### src/rtl/frog_zone_tracker_pkg.sv
// Shared definitions for the frog zone tracker and its zone classifier.
//   - ROW_W       : default frog row index width
//   - BOUND_W     : width of the grass row-range bounds
//   - ZONE_*      : 2-bit zone encodings
//   - state_e     : tracker FSM state encoding
//   - row_in_range: inclusive range test, empty when start > end
package frog_zone_tracker_pkg;

    localparam int unsigned ROW_W   = 4;
    localparam int unsigned BOUND_W = 10;

    localparam logic [1:0] ZONE_ROAD    = 2'd0;
    localparam logic [1:0] ZONE_ARRIVAL = 2'd1;
    localparam logic [1:0] ZONE_MIDDLE  = 2'd2;
    localparam logic [1:0] ZONE_SPAWN   = 2'd3;

    typedef enum logic [1:0] {
        StPlay      = 2'd0,
        StCelebrate = 2'd1,
        StDead      = 2'd2,
        StWin       = 2'd3
    } state_e;

    function automatic logic row_in_range(input logic [BOUND_W-1:0] row,
                                          input logic [BOUND_W-1:0] lo,
                                          input logic [BOUND_W-1:0] hi);
        return (lo <= hi) && (row >= lo) && (row <= hi);
    endfunction

endpackage

### src/rtl/frog_zone_tracker_zone_classifier.sv
// Zone classifier: purely combinational priority encoder mapping a row index onto the
// arrival / middle / spawn grass ranges. Also reused by the VGA lane colouring.
// Ports:
//   i_row                            row index, already zero-extended to BOUND_W
//   i_arrival_start/i_arrival_end    arrival zone rows, inclusive
//   i_middle_start/i_middle_end      middle safe zone rows, inclusive
//   i_spawn_start/i_spawn_end        spawn zone rows, inclusive
//   o_zone                           0 road, 1 arrival, 2 middle, 3 spawn
module frog_zone_tracker_zone_classifier
    import frog_zone_tracker_pkg::*;
(
    input  logic [BOUND_W-1:0] i_row,
    input  logic [BOUND_W-1:0] i_arrival_start,
    input  logic [BOUND_W-1:0] i_arrival_end,
    input  logic [BOUND_W-1:0] i_middle_start,
    input  logic [BOUND_W-1:0] i_middle_end,
    input  logic [BOUND_W-1:0] i_spawn_start,
    input  logic [BOUND_W-1:0] i_spawn_end,
    output logic [1:0]         o_zone
);

    // Overlapping ranges resolve arrival > middle > spawn > road.
    always_comb begin
        o_zone = ZONE_ROAD;
        if (row_in_range(i_row, i_arrival_start, i_arrival_end)) begin
            o_zone = ZONE_ARRIVAL;
        end else if (row_in_range(i_row, i_middle_start, i_middle_end)) begin
            o_zone = ZONE_MIDDLE;
        end else if (row_in_range(i_row, i_spawn_start, i_spawn_end)) begin
            o_zone = ZONE_SPAWN;
        end
    end

endmodule

### src/rtl/frog_zone_tracker.sv
// Frog zone tracker: classifies the frog's row into a zone, runs the play /
// celebrate / dead / win game flow, tracks the level and requests respawns.
// Ports:
//   i_Clk, i_Rst_n                 clock, asynchronous active-low reset
//   i_frog_row                     current frog row, 0 = top
//   i_move_valid                   pulse: frog just moved to i_frog_row
//   i_collision                    pulse: frog overlaps a vehicle
//   i_{arrival,middle,spawn}_*     grass zone row ranges, inclusive
//   o_zone, o_on_grass             registered zone of i_frog_row
//   o_respawn, o_spawn_row         respawn pulse and reload row
//   o_level, o_win, o_state        level, sticky win flag, FSM state
module frog_zone_tracker #(
    parameter int unsigned ROW_W            = frog_zone_tracker_pkg::ROW_W,
    parameter int unsigned CELEBRATE_CYCLES = 25000000,
    parameter int unsigned DEATH_CYCLES     = 12500000,
    parameter int unsigned MAX_LEVEL        = 9,
    parameter int unsigned LEVEL_W          = 4
) (
    input  logic               i_Clk,
    input  logic               i_Rst_n,
    input  logic [ROW_W-1:0]   i_frog_row,
    input  logic               i_move_valid,
    input  logic               i_collision,
    input  logic [9:0]         i_arrival_start,
    input  logic [9:0]         i_arrival_end,
    input  logic [9:0]         i_middle_start,
    input  logic [9:0]         i_middle_end,
    input  logic [9:0]         i_spawn_start,
    input  logic [9:0]         i_spawn_end,
    output logic [1:0]         o_zone,
    output logic               o_on_grass,
    output logic               o_respawn,
    output logic [ROW_W-1:0]   o_spawn_row,
    output logic [LEVEL_W-1:0] o_level,
    output logic               o_win,
    output logic [1:0]         o_state
);

    import frog_zone_tracker_pkg::*;

    localparam int unsigned CntMax = (CELEBRATE_CYCLES > DEATH_CYCLES) ?
                                     CELEBRATE_CYCLES : DEATH_CYCLES;
    localparam int unsigned CntW   = (CntMax > 1) ? $clog2(CntMax) : 1;

    localparam logic [CntW-1:0]    CelebLast = CntW'(CELEBRATE_CYCLES - 1);
    localparam logic [CntW-1:0]    DeadLast  = CntW'(DEATH_CYCLES - 1);
    localparam logic [LEVEL_W-1:0] MaxLevel  = LEVEL_W'(MAX_LEVEL);

    logic [BOUND_W-1:0] row_ext;
    logic [1:0]         zone_c;

    state_e             state_q, state_d;
    logic [CntW-1:0]    cnt_q, cnt_d;
    logic [1:0]         zone_q, zone_d;
    logic               on_grass_q, on_grass_d;
    logic               respawn_q, respawn_d;
    logic [ROW_W-1:0]   spawn_row_q, spawn_row_d;
    logic [LEVEL_W-1:0] level_q, level_d;
    logic               win_q, win_d;

    assign row_ext = BOUND_W'(i_frog_row);

    frog_zone_tracker_zone_classifier u_zone_classifier (
        .i_row           (row_ext),
        .i_arrival_start (i_arrival_start),
        .i_arrival_end   (i_arrival_end),
        .i_middle_start  (i_middle_start),
        .i_middle_end    (i_middle_end),
        .i_spawn_start   (i_spawn_start),
        .i_spawn_end     (i_spawn_end),
        .o_zone          (zone_c)
    );

    always_comb begin
        state_d     = state_q;
        cnt_d       = cnt_q;
        level_d     = level_q;
        win_d       = win_q;
        respawn_d   = 1'b0;
        zone_d      = zone_c;
        on_grass_d  = (zone_c != ZONE_ROAD);
        spawn_row_d = i_spawn_start[ROW_W-1:0];

        unique case (state_q)
            StPlay: begin
                // Arrival wins over a simultaneous collision.
                if (i_move_valid && (zone_c == ZONE_ARRIVAL)) begin
                    state_d = StCelebrate;
                    cnt_d   = '0;
                    if (level_q != '1) begin
                        level_d = level_q + 1'b1;
                    end
                end else if (i_collision && (zone_c == ZONE_ROAD)) begin
                    state_d = StDead;
                    cnt_d   = '0;
                end
            end
            StCelebrate: begin
                if (cnt_q == CelebLast) begin
                    if (level_q >= MaxLevel) begin
                        state_d = StWin;
                        win_d   = 1'b1;
                    end else begin
                        state_d   = StPlay;
                        respawn_d = 1'b1;
                    end
                end else begin
                    cnt_d = cnt_q + 1'b1;
                end
            end
            StDead: begin
                if (cnt_q == DeadLast) begin
                    state_d   = StPlay;
                    level_d   = '0;
                    respawn_d = 1'b1;
                end else begin
                    cnt_d = cnt_q + 1'b1;
                end
            end
            StWin: begin
                state_d = StWin;
            end
            default: begin
                state_d = StPlay;
            end
        endcase
    end

    always_ff @(posedge i_Clk or negedge i_Rst_n) begin
        if (!i_Rst_n) begin
            state_q     <= StPlay;
            cnt_q       <= '0;
            zone_q      <= ZONE_ROAD;
            on_grass_q  <= 1'b0;
            respawn_q   <= 1'b0;
            spawn_row_q <= '0;
            level_q     <= '0;
            win_q       <= 1'b0;
        end else begin
            state_q     <= state_d;
            cnt_q       <= cnt_d;
            zone_q      <= zone_d;
            on_grass_q  <= on_grass_d;
            respawn_q   <= respawn_d;
            spawn_row_q <= spawn_row_d;
            level_q     <= level_d;
            win_q       <= win_d;
        end
    end

    assign o_zone      = zone_q;
    assign o_on_grass  = on_grass_q;
    assign o_respawn   = respawn_q;
    assign o_spawn_row = spawn_row_q;
    assign o_level     = level_q;
    assign o_win       = win_q;
    assign o_state     = state_q;

endmodule
### config.mk
export PLATFORM = sky130hd
export DESIGN_NAME = frog_zone_tracker
export DESIGN_NICKNAME = d
export VERILOG_FILES = /design/src/rtl/frog_zone_tracker_pkg.sv /design/src/rtl/frog_zone_tracker_zone_classifier.sv /design/src/rtl/frog_zone_tracker.sv
export SDC_FILE = /design/constraint.sdc
export NUM_CORES = 1
export LEC_CHECK = 0
export CAP_MARGIN = 10
export CORE_ASPECT_RATIO = 1.1
export CORE_MARGIN = 3
export CORE_UTILIZATION = 45
export CTS_BUF_LIST = sky130_fd_sc_hd__clkbuf_4 sky130_fd_sc_hd__clkbuf_8 sky130_fd_sc_hd__clkbuf_16
export DETAILED_ROUTE_END_ITERATION = 16
export PLACE_DENSITY = 0.7
export SLEW_MARGIN = 40
export SYNTH_ARGS = -nofsm -noshare
export SYNTH_HDL_FRONTEND = slang
export SYNTH_HIERARCHICAL = 1
export SYNTH_SLANG_ARGS = --single-unit
### constraint.sdc
create_clock -name i_Clk -period 3.7 [get_ports i_Clk]
set_input_delay 0.37 -clock i_Clk [delete_from_list [all_inputs] [get_ports i_Clk]]
set_output_delay 0.37 -clock i_Clk [all_outputs]
set_load 0.02 [all_outputs]
==> run summary <==
Nets - 847
Wire per inst - 15.2 um
Count of input and output buffers - 82
Number of CTS-inserted buffers - 5
Synth cell types - 61
CTS tree - built
Worst endpoint required time - 3870 ps
Antenna violation net count after detailed routing - 0
Tcrit/Tclk final - 94.7%
Top_reg_cell synth - dfrtp_1
H-tree depth - 2
Residual DRC - 0
Worst Hold Class - input port to async pin
Peak supply drop - 0.000220 V
CP startpoint - i_spawn_start[3]
Die area - 0.0116 mm^2
Comb pwr share - 58.8%
Hpwl dp - 9.89 mm
Max_slew headroom - 57.2%
Final Instance Area - 0.00593 mm^2
Routed vias - 4564
Power Density - 352 mW/mm^2
Placer's final routability congestion estimate - 0.896
1st-pass router iterations - 5
Final Hold Violating Endpoints - 0
Drt via density - 5.71
Max Freq - 285 MHz
Hold buffers post-CTS - 0
# rows - 38
Critical path arrival - 3670 ps
Number of synthesized flops with an enable pin - 0
Net switching power - 0.923 mW
Area of the core - 0.00998 mm^2
Initial antenna violation count - 0
Worst-Margin Slew - 636 ps
Fillers - 907
Sw Ratio - 44.3%
Diode count - 0
Crit Path Class - input port to flip-flop
Most frequent cells in the layout - ha_1, clkdlybuf4s50_1, inv_1
Die height - 113 um
Synth Instances - 547
Top delay family on crit path - compound AO/OA/AOI/OAI gates
Layout Area Growth over Synthesis - 27.7%
# clock sinks - 40
Crit end category - flip-flop
Worst-path clk slew - 80 ps
Crit path cell chain - clkdlybuf4s50_1, inv_1, ha_1, a211o_1, a21oi_1, o21ai_1, a221oi_2, a221o_1, o22ai_2, mux2i_1, o21ai_0, buf_4, o211ai_2, buf_4, o31ai_1, o31ai_1
Area leader, netlist - ha_1
Commonest non-fill, non-tap cell in the layout - ha_1
Root Buffer - clkbuf_8
Clk_lat worst skew - 300 ps
Cell Area, Placed - 0.00582 mm^2
Worst Skew - 6.06 ps
R2R Path Start - cnt_q[7]
Outcome - complete, no violations
Overflow after GRT - 0
Type of origin of the critical path - input port
Share of post-route cells with drive strength above 1 - 7.79%
Die X - 103 um
GRT Overall Usage - 21.5%
Num ports - 83
Synth area leaders - ha_1, dfrtp_1, inv_1
Slowest-stage cell, CP - clkdlybuf4s50_1
Pwr Total - 2.09 mW
Final Setup Violations - 0
DRT iter0 DRCs - 149
Vias in the first global route - 4629
Slew Limit Fails - 0
Sequential Power Share - 27.2%
Pin count of the biggest net entering global routing - 41
Ys async rst share - 100%
Initial core utilization - 46.5%
Cell area after synthesis - 0.00464 mm^2
Unrepaired setup endpoints after global routing - no
Cell Int Power - 1.16 mW
First-pass GRT wire length - 20.6 mm
Clock Power Share - 13.9%
#FFs+latches synth - 40
Max Cap Viol - 0
Final min period - 3500 ps
Final wirelength - 12.1 mm
Crit-path max cell delay - 540 ps
Clock tree buffer depth - 2
Synth top area share - 26.7%
Synthesized area per cell - 8.49 um^2
Leak pwr - 2.89 nW
Syn. warnings - 6
Critical Path Fanout Max - 9
Sequential area share after synthesis - 21.6%
Crit path buffers/inverters - 4
-- synthesized netlist by cell type (all sizes together) (6+ instances only) --
cell type and n:
ha 99, inv 78, dfrtp 40, a21oi 34, o21ai 33, o31ai 27
nand2 24, nand3 24, nand4 22, nor2 19, a21o 17, nand2b 11
nor4 9, buf 8, a31oi 7, and2 7, clkbuf 7, nor3 7
o22ai 7, or4 6
-- repair_timing --
item | in CTS | in global routing
endpoints found under the hold margin | 0 | 0
endpoints found under the setup margin | 0 | 20
resized for setup | 0 | 3
buffers inserted | 0 | 1
-- metrics by stage --
step / utilization [%] / std cells / setup WS, ps / setup TNS, ps / hold slack [ps]
after floorplan: - / 582 / 513 / 0 / 74.4
after global placement: 58.2 / 792 / -89.9 / -713 / 441
after detailed placement: 58.3 / 792 / -188 / -2970 / 389
after CTS: 59.1 / 799 / 68.0 / 0 / 58.3
after global routing: 59.4 / 800 / 43.2 / 0 / 86.2
final: 59.4 / 800 / 196 / 0 / 45.6
-- metal layers --
metal,global-route usage [%],vias to the layer above,routed length (um)
met5,0,-,0
met4,6.56,0,211
met3,2.42,20,515
met2,38.3,137,6120
met1,26.8,2133,5310
li1,-,2274,-
-- registers in the layout, indices dropped and copies added (netlist names) --
signal       flops
cnt_q           25
o_level          4
o_spawn_row      4
o_state          2
o_zone           2
o_on_grass       1
o_respawn        1
o_win            1
-- cells by family after synthesis --
kind of cell / Yosys count / share of synthesized area [%]
AND/OR/NAND/NOR: 148 / 18.1
AO/OA/AOI/OAI: 164 / 24.9
other: 1 / 0.0808
flip-flops: 40 / 21.6
adder cells (fa/ha/maj): 99 / 26.7
buffers and inverters: 94 / 8.49
multiplexers: 1 / 0.216
-- power groups by stage --
stage / sequential (mW) / combinational [mW] / clock (mW)
global placement: 0.573 / 1.18 / 0
global route: 0.577 / 1.36 / 0.318
finish: 0.568 / 1.23 / 0.291
floorplan: 0.605 / 0.756 / 0
CTS: 0.567 / 1.21 / 0.297
detailed placement: 0.575 / 1.20 / 0
-- path summary, 6_finish.rpt --
| kind | end | depth (start not counted) | slack, ps |
|---|---|---|---|
| min | cnt_q[16] | 1 | 50 |
| max in group asynchronous | cnt_q[4] | 1 | 3300 |
| max reg2reg | cnt_q[15] | 6 | 1040 |
| max | cnt_q[6] | 16 | 200 |
| min reg2reg | o_win | 1 | 470 |
| min in group i_Clk | o_win | 1 | 470 |
-- cell type report --
type	instances	area [um^2]	share of cell area (%)
tap	120	150	2.53
inverter	79	297	5.00
clock buffer	5	68.8	1.16
clock inverter	2	12.5	0.211
sequential	40	1000	16.9
multi-input combinational	448	3400	57.3
timing repair buffer	106	1000	16.9
No activity file was read; power rests on OpenSTA's default activity.
